## src/rtl/usr_deser.sv

```systemverilog
// ---------------------------------------------------------------------------
// usr_deser - serial-to-parallel deserializer with a one-word output holding
// register, selectable bit order and a sticky overrun flag.
//
// Ports:
//   clk         rising-edge clock
//   reset       asynchronous active-low reset; clears all state
//   sin         serial data bit
//   sin_valid   sin carries a valid bit this cycle (no backpressure)
//   dir         bit order: 0 = LSB first, 1 = MSB first (latched per word)
//   flush       synchronous discard of a partially assembled word
//   pout        assembled parallel word, stable while pout_valid=1
//   pout_valid  pout holds an unconsumed word
//   pout_ready  consumer accepts pout when pout_valid=1
//   busy        partial word in progress (bit count 1..WIDTH-1)
//   overrun     sticky: a completed word was dropped
//   clr_ovr     synchronous clear of overrun (a same-edge overrun wins)
// ---------------------------------------------------------------------------
module usr_deser #(
    parameter int WIDTH = 4
) (
    input  logic             clk,
    input  logic             reset,
    input  logic             sin,
    input  logic             sin_valid,
    input  logic             dir,
    input  logic             flush,
    output logic [WIDTH-1:0] pout,
    output logic             pout_valid,
    input  logic             pout_ready,
    output logic             busy,
    output logic             overrun,
    input  logic             clr_ovr
);

    localparam int CW = $clog2(WIDTH);
    localparam logic [CW-1:0] ZERO_C = {CW{1'b0}};
    localparam logic [CW-1:0] ONE_C  = CW'(1);
    localparam logic [CW-1:0] LAST_C = CW'(WIDTH - 1);

    typedef enum logic [0:0] {
        IDLE  = 1'b0,
        SHIFT = 1'b1
    } state_t;

    state_t           state_r;
    logic [CW-1:0]    count_r;
    logic [WIDTH-1:0] sreg_r;
    logic             dir_r;
    logic             busy_r;
    logic [WIDTH-1:0] pout_r;
    logic             pout_valid_r;
    logic             overrun_r;

    logic             accept_s;
    logic             dir_eff_s;
    logic [WIDTH-1:0] next_sreg_s;
    logic             complete_s;
    logic             drain_s;
    logic             load_s;
    logic             ovr_evt_s;

    // Next-value decode: bit acceptance, shift direction, completion and drain.
    always_comb begin
        accept_s    = 1'b0;
        dir_eff_s   = 1'b0;
        next_sreg_s = sreg_r;
        complete_s  = 1'b0;
        drain_s     = 1'b0;
        load_s      = 1'b0;
        ovr_evt_s   = 1'b0;

        accept_s = sin_valid & ~flush;

        // The first bit of a word uses the live dir; later bits use the latched copy.
        if (state_r == IDLE) begin
            dir_eff_s = dir;
        end else begin
            dir_eff_s = dir_r;
        end

        if (dir_eff_s) begin
            next_sreg_s = {sreg_r[WIDTH-2:0], sin};
        end else begin
            next_sreg_s = {sin, sreg_r[WIDTH-1:1]};
        end

        complete_s = accept_s & (count_r == LAST_C);
        drain_s    = pout_valid_r & pout_ready;
        // A completing word may enter the holding register in the same edge
        // that the previous word is drained, giving back-to-back throughput.
        load_s     = complete_s & (~pout_valid_r | pout_ready);
        ovr_evt_s  = complete_s & pout_valid_r & ~pout_ready;
    end

    // Word-assembly FSM: state, bit count, shift register, latched bit order.
    always_ff @(posedge clk or negedge reset) begin
        if (!reset) begin
            state_r <= IDLE;
            count_r <= ZERO_C;
            sreg_r  <= {WIDTH{1'b0}};
            dir_r   <= 1'b0;
            busy_r  <= 1'b0;
        end else if (flush) begin
            state_r <= IDLE;
            count_r <= ZERO_C;
            busy_r  <= 1'b0;
        end else if (accept_s) begin
            sreg_r <= next_sreg_s;
            case (state_r)
                IDLE: begin
                    dir_r   <= dir;
                    state_r <= SHIFT;
                    count_r <= ONE_C;
                    busy_r  <= 1'b1;
                end
                SHIFT: begin
                    if (complete_s) begin
                        state_r <= IDLE;
                        count_r <= ZERO_C;
                        busy_r  <= 1'b0;
                    end else begin
                        count_r <= count_r + ONE_C;
                        busy_r  <= 1'b1;
                    end
                end
                default: begin
                    state_r <= IDLE;
                    count_r <= ZERO_C;
                    busy_r  <= 1'b0;
                end
            endcase
        end
    end

    // Output holding register and sticky overrun flag.
    always_ff @(posedge clk or negedge reset) begin
        if (!reset) begin
            pout_r       <= {WIDTH{1'b0}};
            pout_valid_r <= 1'b0;
            overrun_r    <= 1'b0;
        end else begin
            if (load_s) begin
                pout_r       <= next_sreg_s;
                pout_valid_r <= 1'b1;
            end else if (drain_s) begin
                pout_valid_r <= 1'b0;
            end

            if (ovr_evt_s) begin
                overrun_r <= 1'b1;
            end else if (clr_ovr) begin
                overrun_r <= 1'b0;
            end
        end
    end

    assign pout       = pout_r;
    assign pout_valid = pout_valid_r;
    assign busy       = busy_r;
    assign overrun    = overrun_r;

endmodule

```

## config.mk

```make
export PLATFORM = sky130hd
export DESIGN_NAME = usr_deser
export DESIGN_NICKNAME = d
export VERILOG_FILES = /design/src/rtl/usr_deser.sv
export SDC_FILE = /design/constraint.sdc
export NUM_CORES = 1
export LEC_CHECK = 0
export CAP_MARGIN = 20
export CORE_MARGIN = 10
export CORE_UTILIZATION = 35
export CTS_CLUSTER_DIAMETER = 30
export DETAILED_ROUTE_END_ITERATION = 8
export SLEW_MARGIN = 0
export SYNTH_ARGS = -nofsm -noshare
export SYNTH_HDL_FRONTEND = slang
export SYNTH_SLANG_ARGS = --single-unit
```

## constraint.sdc

```tcl
create_clock -name clk -period 2 [get_ports clk]
set_clock_uncertainty 0.2 [all_clocks]
set_input_delay 0.3 -clock clk [delete_from_list [all_inputs] [get_ports clk]]
set_output_delay 0.3 -clock clk [all_outputs]
set_load 0.01 [all_outputs]
```

==> impl_metrics.tcl <==
set metrics [dict create \
    cts.sinks 14 \
    antenna_found_initial 0 \
    root_buffer "clkbuf_4" \
    first_pass_iters 4 \
    crit_type "flop to output port" \
    synth.net_count 63 \
    vias 446 \
    period_share 0.919 \
    io_buffers 14 \
    post_cts_buffers 0 \
    critPathCaptureType "output port" \
    die_h_um 62.0 \
    ys_types 19 \
    overflow 0 \
    fmax_mhz 544 \
    cts_resized 0 \
    wl_um 1250 \
    crit_path_max_incr_delay_ps 590 \
    max_slew_margin 0.587 \
    path_cells "clkdlybuf4s50_1" \
    fin_setup_tns_ps 0 \
    hp-class "input port to async pin" \
    ios 15 \
    dp_hpwl_um 994 \
    cap_violations 0 \
    cts_tree "done" \
    hold_slack_ps 193 \
    drt_iter0_markers 6 \
    route.detailed.drc 0 \
    worst_path_max_delay_cell "clkdlybuf4s50_1" \
    synth.cell_area_um2 618 \
    cp-start-kind "flop" \
    finalNonFillerCells 98 \
    worstPathRequired_ps 1500 \
    clk_pin_slew_ps 90 \
    rows 15 \
    status "finished clean" \
    powerDensity_nw_per_um2 775 \
    synthCells 54 \
    power.total_mw 0.647 \
    drive_above_1_share 0.151 \
    tightest_slew_ps 618 \
    grt_max_degree 15 \
    area_delta_synth_final_pct 35.0 \
    htreeDepth 1 \
    gp_congestion 0.695 \
    via_per_inst 4.55 \
    synth-seq-cells 14 \
    antenna_left 0 \
    grt_use_total 0.0770 \
    critical_path.top_delay_family "buffers and inverters" \
    ctsLongestPathBuffers 2 \
    dieArea_um2 3850 \
    avgSynthCellArea_um2 11.4 \
    finalSetupViolations 0 \
    core_um2 1710 \
    drv_slew 0 \
    grt_pass1_wl_um 2060 \
    crit_buf_inv 1 \
    die_w_um 62.0 \
    finalHoldViolCount 0 \
    fin_crit_ps 1840 \
    rsz0062_at_grt "no" \
    dp.cells 95 \
    nets 84 \
    start_util 0.362 \
    leakagePower_nw 0.383 \
    hold_buffers 0 \
    ys_seq_area_frac 0.567 \
    ir_worst_vdd_uv 355 \
    n_antenna_cell 0 \
    post_drt_wl_per_cell_um 12.7 \
    clk_latency_ps 280 \
    fillers 162 \
    critical_path_arrival_ps 1340 \
    yosysWarnings 0 \
    crit_fanout 6 \
    grt_pass1_vias 461 \
    numCtsBuffers 3 \
]
==> path summary, 6_finish.rpt <==
path	slack, ps	to	depth (start not counted)	from
max reg2reg	360	sreg_r[2]	3	busy
max in group asynchronous	1000	pout[3]	1	reset
min reg2reg	280	sreg_r[0]	2	sreg_r[0]
min	190	overrun	1	reset
max	160	busy	1	busy
min in group clk	280	sreg_r[0]	2	sreg_r[0]
==> flip-flops by register name, summed over array words and instances, names as in the netlist <==
name / flops
pout_valid: 1
dir_r: 1
sreg_r: 4
busy: 1
pout: 4
overrun: 1
count_r: 2
==> synthesized netlist by cell type (all sizes together) <==
cell type / instances / area [µm²]
a21oi: 1 / 5.00
o22ai: 1 / 6.26
nor2: 2 / 7.51
mux2i: 7 / 73.8
nand2b: 3 / 18.8
o21ai: 6 / 30.0
nand3: 2 / 10.0
ha: 1 / 12.5
mux2: 3 / 41.3
inv: 4 / 15.0
nor2b: 1 / 6.26
nand3b: 1 / 7.51
o211ai: 1 / 7.51
dfrtp: 14 / 350
buf: 1 / 3.75
nand2: 5 / 18.8
clkbuf: 1 / 3.75
==> report_power, final <==
group	leakage, nW	switching [mW]	internal (mW)	total [mW]
registers	0.173	0.0264	0.322	0.349
clock network	0.0138	0.0938	0.0700	0.164
logic	0.197	0.0565	0.0782	0.135
total	0.383	0.177	0.470	0.647
==> logic make-up after synthesis <==
| kind of cell | count (synthesis) | synth area share |
|---|---|---|
| DFF | 14 | 0.567 |
| adders and majority gates | 1 | 0.0202 |
| AOI/OAI and AO/OA | 9 | 0.0790 |
| muxes | 10 | 0.186 |
| buffers and inverters | 6 | 0.0364 |
| and+or+nand+nor | 14 | 0.111 |
==> routing by layer <==
metal | wire [µm] | track usage | vias to the layer above
met3 | 69 | 0.0264 | 5
met4 | 55 | 0.0764 | 0
met1 | 523 | 0.0802 | 207
met2 | 599 | 0.117 | 12
met5 | 0 | 0 | -
li1 | - | - | 222
==> final cells by class <==
cell class,count,area [µm²],area share
Tap cell,25,31.3,0.0375
Clock buffer,3,22.5,0.0270
Timing Repair Buffer,18,170,0.204
Sequential cell,14,350,0.420
Multi-Input combinational cell,34,245,0.294
Inverter,4,15.0,0.0180
==> per-stage QoR <==
stage	setup WS [ps]	cell area, µm²	util
floorplan	245	618	-
global placement	104	812	0.475
finish	162	835	0.489
CTS	155	835	0.489
detailed placement	104	812	0.475
global route	116	835	0.489
==> cells in the final DEF (no fill, tap or decap), drive strengths merged <==
cell type / Yosys / final
dfrtp: 14 / 14
inv: 4 / 4
o21ai: 6 / 6
o211ai: 1 / 1
nand2b: 3 / 3
ha: 1 / 1
mux2: 3 / 3
nand3: 2 / 2
buf: 1 / 4
mux2i: 7 / 7
nand2: 5 / 5
nor2b: 1 / 1
nor2: 2 / 2
clkdlybuf4s50: 0 / 14
a21oi: 1 / 1
nand3b: 1 / 1
o22ai: 1 / 1
clkbuf: 1 / 3
Note: power is estimated with default switching activity, not from simulation.
